===== config.mk =====
export PLATFORM = sky130hd
export DESIGN_NAME = pipe_ctrl_unit_flat
export DESIGN_NICKNAME = d
export VERILOG_FILES = /design/src/rtl/pipe_ctrl_unit_if.sv /design/src/rtl/pipe_ctrl_unit.sv /design/src/flat_wrapper.sv
export SDC_FILE = /design/constraint.sdc
export NUM_CORES = 1
export LEC_CHECK = 0
export CAP_MARGIN = 20
export CORE_MARGIN = 4
export CORE_UTILIZATION = 39
export DETAILED_ROUTE_END_ITERATION = 6
export PLACE_DENSITY = 0.78
export SYNTH_ARGS = -nofsm -noshare
export SYNTH_HDL_FRONTEND = slang
export SYNTH_SLANG_ARGS = --single-unit

===== constraint.sdc =====
create_clock -name clk_i -period 2.5 [get_ports clk_i]
set_clock_uncertainty 0.2 [all_clocks]
set_input_delay 0.375 -clock clk_i [delete_from_list [all_inputs] [get_ports clk_i]]
set_output_delay 0.375 -clock clk_i [all_outputs]
set_load 0.05 [all_outputs]

===== src/rtl/pipe_ctrl_unit_if.sv =====
// ID-stage inputs and per-stage control outputs of pipe_ctrl_unit.
// CTRL_PERF_CNT_EN adds the stall/flush counter outputs.
interface pipe_ctrl_unit_if #(
  parameter int REG_AW = 5
);
  logic [6:0]        Op_i;
  logic              Valid_i;
  logic [REG_AW-1:0] Rs1_i;
  logic [REG_AW-1:0] Rs2_i;
  logic [REG_AW-1:0] Rd_i;
  logic              Flush_i;
  logic              Stall_o;
  logic [1:0]        ALUOp_o;
  logic              ALUSrc_o;
  logic              Branch_o;
  logic [REG_AW-1:0] EX_rd_o;
  logic              MemRead_o;
  logic              MemWrite_o;
  logic              MEM_RegWrite_o;
  logic [REG_AW-1:0] MEM_rd_o;
  logic              RegWrite_o;
  logic              MemtoReg_o;
  logic [REG_AW-1:0] WB_rd_o;
`ifdef CTRL_PERF_CNT_EN
  logic [31:0]       StallCnt_o;
  logic [31:0]       FlushCnt_o;
`endif

  modport master (
    output Op_i, Valid_i, Rs1_i, Rs2_i, Rd_i, Flush_i,
    input  Stall_o, ALUOp_o, ALUSrc_o, Branch_o, EX_rd_o,
           MemRead_o, MemWrite_o, MEM_RegWrite_o, MEM_rd_o,
           RegWrite_o, MemtoReg_o, WB_rd_o
`ifdef CTRL_PERF_CNT_EN
           , StallCnt_o, FlushCnt_o
`endif
  );

  modport slave (
    input  Op_i, Valid_i, Rs1_i, Rs2_i, Rd_i, Flush_i,
    output Stall_o, ALUOp_o, ALUSrc_o, Branch_o, EX_rd_o,
           MemRead_o, MemWrite_o, MEM_RegWrite_o, MEM_rd_o,
           RegWrite_o, MemtoReg_o, WB_rd_o
`ifdef CTRL_PERF_CNT_EN
           , StallCnt_o, FlushCnt_o
`endif
  );
endinterface


===== src/rtl/pipe_ctrl_unit.sv =====
// Pipelined RISC-V main control: ID decode, ID/EX-EX/MEM-MEM/WB control registers,
// load-use stall and flush bubbles. Optional stall/flush counters via CTRL_PERF_CNT_EN.
module pipe_ctrl_unit #(
  parameter int REG_AW       = 5,
  parameter bit LOAD_USE_DET = 1'b1
) (
  input logic             clk_i,
  input logic             rst_i,
  pipe_ctrl_unit_if.slave bus
);
  typedef struct packed {
    logic [1:0] alu_op;
    logic       alu_src;
    logic       reg_write;
    logic       mem_read;
    logic       mem_write;
    logic       mem_to_reg;
    logic       branch;
  } ctrl_t;

  localparam logic [6:0] OP_R      = 7'd51;
  localparam logic [6:0] OP_I_ALU  = 7'd19;
  localparam logic [6:0] OP_LOAD   = 7'd3;
  localparam logic [6:0] OP_STORE  = 7'd35;
  localparam logic [6:0] OP_BRANCH = 7'd99;

  ctrl_t             dec_ctrl;
  logic              dec_known, use_rs1, use_rs2;
  logic              hazard, stall, bubble;

  ctrl_t             idex_ctrl_d, idex_ctrl_q, exmem_ctrl_d, exmem_ctrl_q, memwb_ctrl_d, memwb_ctrl_q;
  logic [REG_AW-1:0] idex_rd_d, idex_rd_q, exmem_rd_d, exmem_rd_q, memwb_rd_d, memwb_rd_q;

  // NOTE: every signal gets a default before the case so no path leaves it unassigned (no latch).
  always_comb begin
    dec_ctrl  = '0;
    dec_known = 1'b0;
    use_rs1   = 1'b0;
    use_rs2   = 1'b0;
    if (bus.Valid_i) begin
      unique case (bus.Op_i)
        OP_R:      begin dec_ctrl = '{2'b10, 1'b0, 1'b1, 1'b0, 1'b0, 1'b0, 1'b0}; dec_known = 1'b1; use_rs1 = 1'b1; use_rs2 = 1'b1; end
        OP_I_ALU:  begin dec_ctrl = '{2'b11, 1'b1, 1'b1, 1'b0, 1'b0, 1'b0, 1'b0}; dec_known = 1'b1; use_rs1 = 1'b1; end
        OP_LOAD:   begin dec_ctrl = '{2'b00, 1'b1, 1'b1, 1'b1, 1'b0, 1'b1, 1'b0}; dec_known = 1'b1; use_rs1 = 1'b1; end
        OP_STORE:  begin dec_ctrl = '{2'b00, 1'b1, 1'b0, 1'b0, 1'b1, 1'b0, 1'b0}; dec_known = 1'b1; use_rs1 = 1'b1; use_rs2 = 1'b1; end
        OP_BRANCH: begin dec_ctrl = '{2'b01, 1'b0, 1'b0, 1'b0, 1'b0, 1'b0, 1'b1}; dec_known = 1'b1; use_rs1 = 1'b1; use_rs2 = 1'b1; end
        default:   ;
      endcase
    end
  end

  // The load in EX cannot forward in time to a dependent instruction in ID.
  always_comb begin
    hazard = LOAD_USE_DET && idex_ctrl_q.mem_read && (idex_rd_q != '0) &&
             ((use_rs1 && (idex_rd_q == bus.Rs1_i)) || (use_rs2 && (idex_rd_q == bus.Rs2_i)));
    stall  = hazard && !bus.Flush_i;
    bubble = stall || bus.Flush_i || !dec_known;
  end

  always_comb begin
    idex_ctrl_d  = bubble ? '0 : dec_ctrl;
    idex_rd_d    = bubble ? '0 : bus.Rd_i;
    exmem_ctrl_d = idex_ctrl_q;
    exmem_rd_d   = idex_rd_q;
    memwb_ctrl_d = exmem_ctrl_q;
    memwb_rd_d   = exmem_rd_q;
  end

  // NOTE: sequential state uses non-blocking assignments so all stages shift on the same edge.
  always_ff @(posedge clk_i) begin
    if (rst_i) begin
      idex_ctrl_q  <= '0;
      idex_rd_q    <= '0;
      exmem_ctrl_q <= '0;
      exmem_rd_q   <= '0;
      memwb_ctrl_q <= '0;
      memwb_rd_q   <= '0;
    end else begin
      idex_ctrl_q  <= idex_ctrl_d;
      idex_rd_q    <= idex_rd_d;
      exmem_ctrl_q <= exmem_ctrl_d;
      exmem_rd_q   <= exmem_rd_d;
      memwb_ctrl_q <= memwb_ctrl_d;
      memwb_rd_q   <= memwb_rd_d;
    end
  end

  assign bus.Stall_o        = stall;
  assign bus.ALUOp_o        = idex_ctrl_q.alu_op;
  assign bus.ALUSrc_o       = idex_ctrl_q.alu_src;
  assign bus.Branch_o       = idex_ctrl_q.branch;
  assign bus.EX_rd_o        = idex_rd_q;
  assign bus.MemRead_o      = exmem_ctrl_q.mem_read;
  assign bus.MemWrite_o     = exmem_ctrl_q.mem_write;
  assign bus.MEM_RegWrite_o = exmem_ctrl_q.reg_write;
  assign bus.MEM_rd_o       = exmem_rd_q;
  assign bus.RegWrite_o     = memwb_ctrl_q.reg_write;
  assign bus.MemtoReg_o     = memwb_ctrl_q.mem_to_reg;
  assign bus.WB_rd_o        = memwb_rd_q;

`ifdef CTRL_PERF_CNT_EN
  logic [31:0] stall_cnt_d, stall_cnt_q, flush_cnt_d, flush_cnt_q;

  // Saturating event counters.
  always_comb begin
    stall_cnt_d = (stall && (stall_cnt_q != '1)) ? stall_cnt_q + 32'd1 : stall_cnt_q;
    flush_cnt_d = (bus.Flush_i && (flush_cnt_q != '1)) ? flush_cnt_q + 32'd1 : flush_cnt_q;
  end

  always_ff @(posedge clk_i) begin
    if (rst_i) begin
      stall_cnt_q <= '0;
      flush_cnt_q <= '0;
    end else begin
      stall_cnt_q <= stall_cnt_d;
      flush_cnt_q <= flush_cnt_d;
    end
  end

  assign bus.StallCnt_o = stall_cnt_q;
  assign bus.FlushCnt_o = flush_cnt_q;
`endif
endmodule


===== src/flat_wrapper.sv =====
// flat-port wrapper written by rule: the top's interface ports become plain ports
module pipe_ctrl_unit_flat 
#(
  parameter int REG_AW       = 5,
  parameter bit LOAD_USE_DET = 1'b1
)
  (clk_i, rst_i, bus_Op_i, bus_Valid_i, bus_Rs1_i, bus_Rs2_i, bus_Rd_i, bus_Flush_i, bus_Stall_o, bus_ALUOp_o, bus_ALUSrc_o, bus_Branch_o, bus_EX_rd_o, bus_MemRead_o, bus_MemWrite_o, bus_MEM_RegWrite_o, bus_MEM_rd_o, bus_RegWrite_o, bus_MemtoReg_o, bus_WB_rd_o);
  pipe_ctrl_unit_if #(.REG_AW(REG_AW)) bus_i ();
  input logic clk_i;
  input logic rst_i;
  input wire logic [$bits(bus_i.Op_i)-1:0] bus_Op_i;
  input wire logic [$bits(bus_i.Valid_i)-1:0] bus_Valid_i;
  input wire logic [$bits(bus_i.Rs1_i)-1:0] bus_Rs1_i;
  input wire logic [$bits(bus_i.Rs2_i)-1:0] bus_Rs2_i;
  input wire logic [$bits(bus_i.Rd_i)-1:0] bus_Rd_i;
  input wire logic [$bits(bus_i.Flush_i)-1:0] bus_Flush_i;
  output wire logic [$bits(bus_i.Stall_o)-1:0] bus_Stall_o;
  output wire logic [$bits(bus_i.ALUOp_o)-1:0] bus_ALUOp_o;
  output wire logic [$bits(bus_i.ALUSrc_o)-1:0] bus_ALUSrc_o;
  output wire logic [$bits(bus_i.Branch_o)-1:0] bus_Branch_o;
  output wire logic [$bits(bus_i.EX_rd_o)-1:0] bus_EX_rd_o;
  output wire logic [$bits(bus_i.MemRead_o)-1:0] bus_MemRead_o;
  output wire logic [$bits(bus_i.MemWrite_o)-1:0] bus_MemWrite_o;
  output wire logic [$bits(bus_i.MEM_RegWrite_o)-1:0] bus_MEM_RegWrite_o;
  output wire logic [$bits(bus_i.MEM_rd_o)-1:0] bus_MEM_rd_o;
  output wire logic [$bits(bus_i.RegWrite_o)-1:0] bus_RegWrite_o;
  output wire logic [$bits(bus_i.MemtoReg_o)-1:0] bus_MemtoReg_o;
  output wire logic [$bits(bus_i.WB_rd_o)-1:0] bus_WB_rd_o;
  assign bus_i.Op_i = bus_Op_i;
  assign bus_i.Valid_i = bus_Valid_i;
  assign bus_i.Rs1_i = bus_Rs1_i;
  assign bus_i.Rs2_i = bus_Rs2_i;
  assign bus_i.Rd_i = bus_Rd_i;
  assign bus_i.Flush_i = bus_Flush_i;
  assign bus_Stall_o = bus_i.Stall_o;
  assign bus_ALUOp_o = bus_i.ALUOp_o;
  assign bus_ALUSrc_o = bus_i.ALUSrc_o;
  assign bus_Branch_o = bus_i.Branch_o;
  assign bus_EX_rd_o = bus_i.EX_rd_o;
  assign bus_MemRead_o = bus_i.MemRead_o;
  assign bus_MemWrite_o = bus_i.MemWrite_o;
  assign bus_MEM_RegWrite_o = bus_i.MEM_RegWrite_o;
  assign bus_MEM_rd_o = bus_i.MEM_rd_o;
  assign bus_RegWrite_o = bus_i.RegWrite_o;
  assign bus_MemtoReg_o = bus_i.MemtoReg_o;
  assign bus_WB_rd_o = bus_i.WB_rd_o;
  pipe_ctrl_unit #(.REG_AW(REG_AW), .LOAD_USE_DET(LOAD_USE_DET)) u_core (.clk_i(clk_i), .rst_i(rst_i), .bus(bus_i));
endmodule

==> metrics.md <==
| Metric | Value |
|---|---|
| Result of the run | `completed` |
| Static Leakage | `0.649 nW` |
| Post-Synth Simple-Gate Area | `0.187` |
| Reg2reg end | `u_core.bus.ALUOp_o[0]$_SDFF_PP0_` |
| F_max | `0.406 GHz` |
| Most common cell in the netlist | `dfxtp_1` |
| HP Start | `u_core.exmem_ctrl_d[2]$_SDFF_PP0_` |
| Grt total ovfl | `0` |
| Worst path slowest cell | `clkdlybuf4s50_1` |
| Crit Reg-Reg Startpoint | `u_core.bus.EX_rd_o[3]$_SDFF_PP0_` |
| Least-Margin Pin Slew | `0.502 ns` |
| Initial antenna violation count | `0` |
| Post-synthesis compound-gate area fraction | `0.173` |
| Slack of the critical path | `0.0350 ns` |
| # diodes | `0` |
| Root buf cell | `clkbuf_4` |
| Share of the synthesized area in the top cell type | `0.516` |
| Buf+Inv Stages, Crit Path | `8` |
| Ys Warns | `0` |
| P per Cell Area | `415 nW/um2` |
| Worst Hold Path EP | `u_core.bus.MemWrite_o$_SDFF_PP0_` |
| I/O pin count | `51` |
| Adder-Cell Fraction of Synth Area | `0` |
| Post-layout nets | `189` |
| Async SR Flop Fraction | `0` |
| H-tree levels | `1` |
| Final max-slew violation count | `0` |
| Synth cell count leaders | `dfxtp_1 (27), nor2b_1 (16), xnor2_1 (10)` |
| Setup WS pre-CTS | `-0.00389 ns` |
| Port-buffer cells | `50` |
| CP cell instances | `clkdlybuf4s50_1 -> a21boi_2 -> nand4_1 -> buf_4 -> buf_4 -> buf_4 -> buf_4 -> buf_4 -> buf_4 -> o22ai_1 -> buf_4 -> a221oi_1` |
| Core ar. | `2520 um2` |
| CTS Buf Count | `3` |
| CP startpoint kind | `input port` |
| Hold Violations, Final | `0` |
| Vias in the first global route | `991` |
| Worst path max stage delay | `0.52 ns` |
| Final Setup Violations | `0` |
| Largest net degree at the start of global routing | `17` |
| Max_cap viols | `0` |
| Avg Inst Size Synth | `10.6 um2` |
| Post-Synthesis Cells | `99` |
| Vias per cell | `4.91` |
| Worst-Skew Late Latency | `0.33 ns` |
| Chip height | `59.9 um` |
| First-pass GRT wire length | `4.40 mm` |
| Dpl hpwl | `2.09 mm` |
| #FFs+latches synth | `27` |
| CP top delay family | `buffers and inverters` |
| Layout area overhead | `63.4%` |
| Distinct cell type count after synthesis | `27` |
| Register area share after synthesis | `0.516` |
| Critical Path Fanout Max | `5` |
| HP Class | `reg2reg` |
| Worst Path Class, Setup | `in2reg` |
| Die area | `3580 um2` |
| Final period utilization | `0.986` |
| Syn_nets | `125` |
| Reg2reg setup slack | `0.11 ns` |
| Setup crit end kind | `register` |
| Synth Area in XOR/XNOR | `0.0835` |
| Number of synthesized flops with an enable pin | `0` |
| RSZ-0062 raised after global routing | `yes` |
| Worst vdd ir | `0.413 mV` |
| Min Tclk post-route | `2.46 ns` |
| FF-to-FF path depth | `11` |
| Drt first pass iters | `2` |
| GP Congestion | `0.869` |
| Total GRT Usage | `0.168` |
| Post-CTS Hold Buffers | `0` |
| CTS tree | `yes` |
| Setup TNS | `0 ns` |
| Clk sinks | `27` |
| DRC Markers | `0` |
| WP data arrival | `2.50 ns` |
| Main flop type after synthesis | `dfxtp_1` |
| Total power | `711 uW` |
| Initial core utilization | `0.416` |
| Routed wire length | `2.73 mm` |
| Layout cells sized above 1 | `0.167` |
| Worst hold stages | `1` |
| DRT iter0 DRCs | `8` |
| Slew HR | `0.664` |
| WP data required | `2.53 ns` |
| Average wire per cell in the routed design | `14.2 um` |
| Antenna viol nets, final | `0` |
| Post-synthesis instance area | `1050 um2` |
| Multiplexer share of the synthesized area | `0` |
| Row cnt | `18` |
| Vias | `942` |
| Most Frequent Cell on Critical Path | `buf_4` |
| Clock buffer depth | `2` |
| Die Wd | `59.9 um` |
| Largest family of logic cells by synthesized area | `simple AND/OR/NAND/NOR gates` |
| Clk pin slew, worst setup/hold paths | `0.15 ns` |
| Synth top area cells | `dfxtp_1 (52%), nor2b_1 (9.5%), xnor2_1 (8.4%)` |
| Largest area contributor in the netlist | `dfxtp_1` |
==> cells in the final DEF, fill, tap and decap left out, drive strengths merged <==
| master | count |
|---|---|
| xnor2 | 10 |
| nor2 | 2 |
| a21boi | 1 |
| a2111oi | 2 |
| nand2 | 9 |
| o2111a | 2 |
| inv | 2 |
| a221oi | 1 |
| a211oi | 2 |
| clkinvlp | 1 |
| clkdlybuf4s50 | 49 |
| clkbuf | 3 |
| nor3 | 1 |
| and4bb | 1 |
| a21oi | 7 |
| o22a | 1 |
| nand4 | 1 |
| o211a | 2 |
| dfxtp | 27 |
| nand3 | 4 |
| nor2b | 16 |
| or4 | 1 |
| o22ai | 1 |
| o211ai | 1 |
| buf | 15 |
==> worst max path at each step <==
stage	startpoint	end	slack (ns)	cells past startpoint
floorplan	u_core.bus.EX_rd_o[1]$_SDFF_PP0_	bus_Stall_o	0.009	4
global placement	bus_Op_i[5]	bus_Stall_o	0.05	6
detailed placement	bus_Op_i[5]	bus_Stall_o	-0.004	6
CTS	bus_Op_i[1]	bus_Stall_o	0.0008	6
global route	bus_Op_i[5]	u_core.exmem_ctrl_d[1]$_SDFF_PP0_	-0.007	12
finish	bus_Op_i[5]	u_core.bus.ALUOp_o[0]$_SDFF_PP0_	0.04	12
==> per-layer routing <==
metal | vias up | routed length (um) | GRT usage | share of wire
met5 | - | 0 | 0 | 0
met2 | 43 | 1410 | 0.299 | 0.52
met1 | 426 | 1060 | 0.180 | 0.39
met4 | 0 | 61 | 0.0791 | 0.022
li1 | 467 | - | - | -
met3 | 6 | 206 | 0.0497 | 0.075
==> power by group <==
part / switching, mW / total (mW) / internal, mW
Sequential: 0.000465 / 0.431 / 0.431
Combinational: 0.0308 / 0.0843 / 0.0535
Clock: 0.134 / 0.195 / 0.0613
==> repair_timing <==
item                                    in CTS  in global routing
gates resized for setup                      2                  2
endpoints found under the setup margin       1                  5
pin swaps                                    4                  1
buffers inserted                             6                  0
==> kinds of logic after synthesis <==
group,after synthesis
and+or+nand+nor,35
buffers and inverters,7
AOI/OAI and AO/OA,20
xor gates and xnor gates,10
DFF,27
==> sequential cells by signal, indices dropped and copies added, names as in the netlist <==
register and cells:
u_core.bus.Branch_o 1, u_core.bus.MEM_RegWrite_o 1, u_core.bus.RegWrite_o 1, u_core.bus.EX_rd_o 5, u_core.bus.MemWrite_o 1, u_core.bus.MemtoReg_o 1
u_core.exmem_ctrl_q 1, u_core.bus.MEM_rd_o 5, u_core.bus.ALUOp_o 2, u_core.exmem_ctrl_d 3, u_core.bus.ALUSrc_o 1, u_core.bus.WB_rd_o 5
==> through the flow <==
stage	instance area, um2	std cells	hold WS [ns]	utilization
finish	1710	192	0.259	0.679
global route	1710	192	0.283	0.679
CTS	1710	192	0.262	0.676
detailed placement	1630	182	0.235	0.645
global placement	1630	182	0.227	0.645
floorplan	1050	99	0.214	-
==> layout make-up <==
cell class              count  area, um2
inverters                   2       7.51
well taps                  30       37.5
repair buffers             64        616
flip-flops and latches     27        542
clock buffers               3       22.5
fillers                   213        810
multi-input cells          65        480
clock inverters             1       7.51
Note: power is estimated with default switching activity, not from simulation.
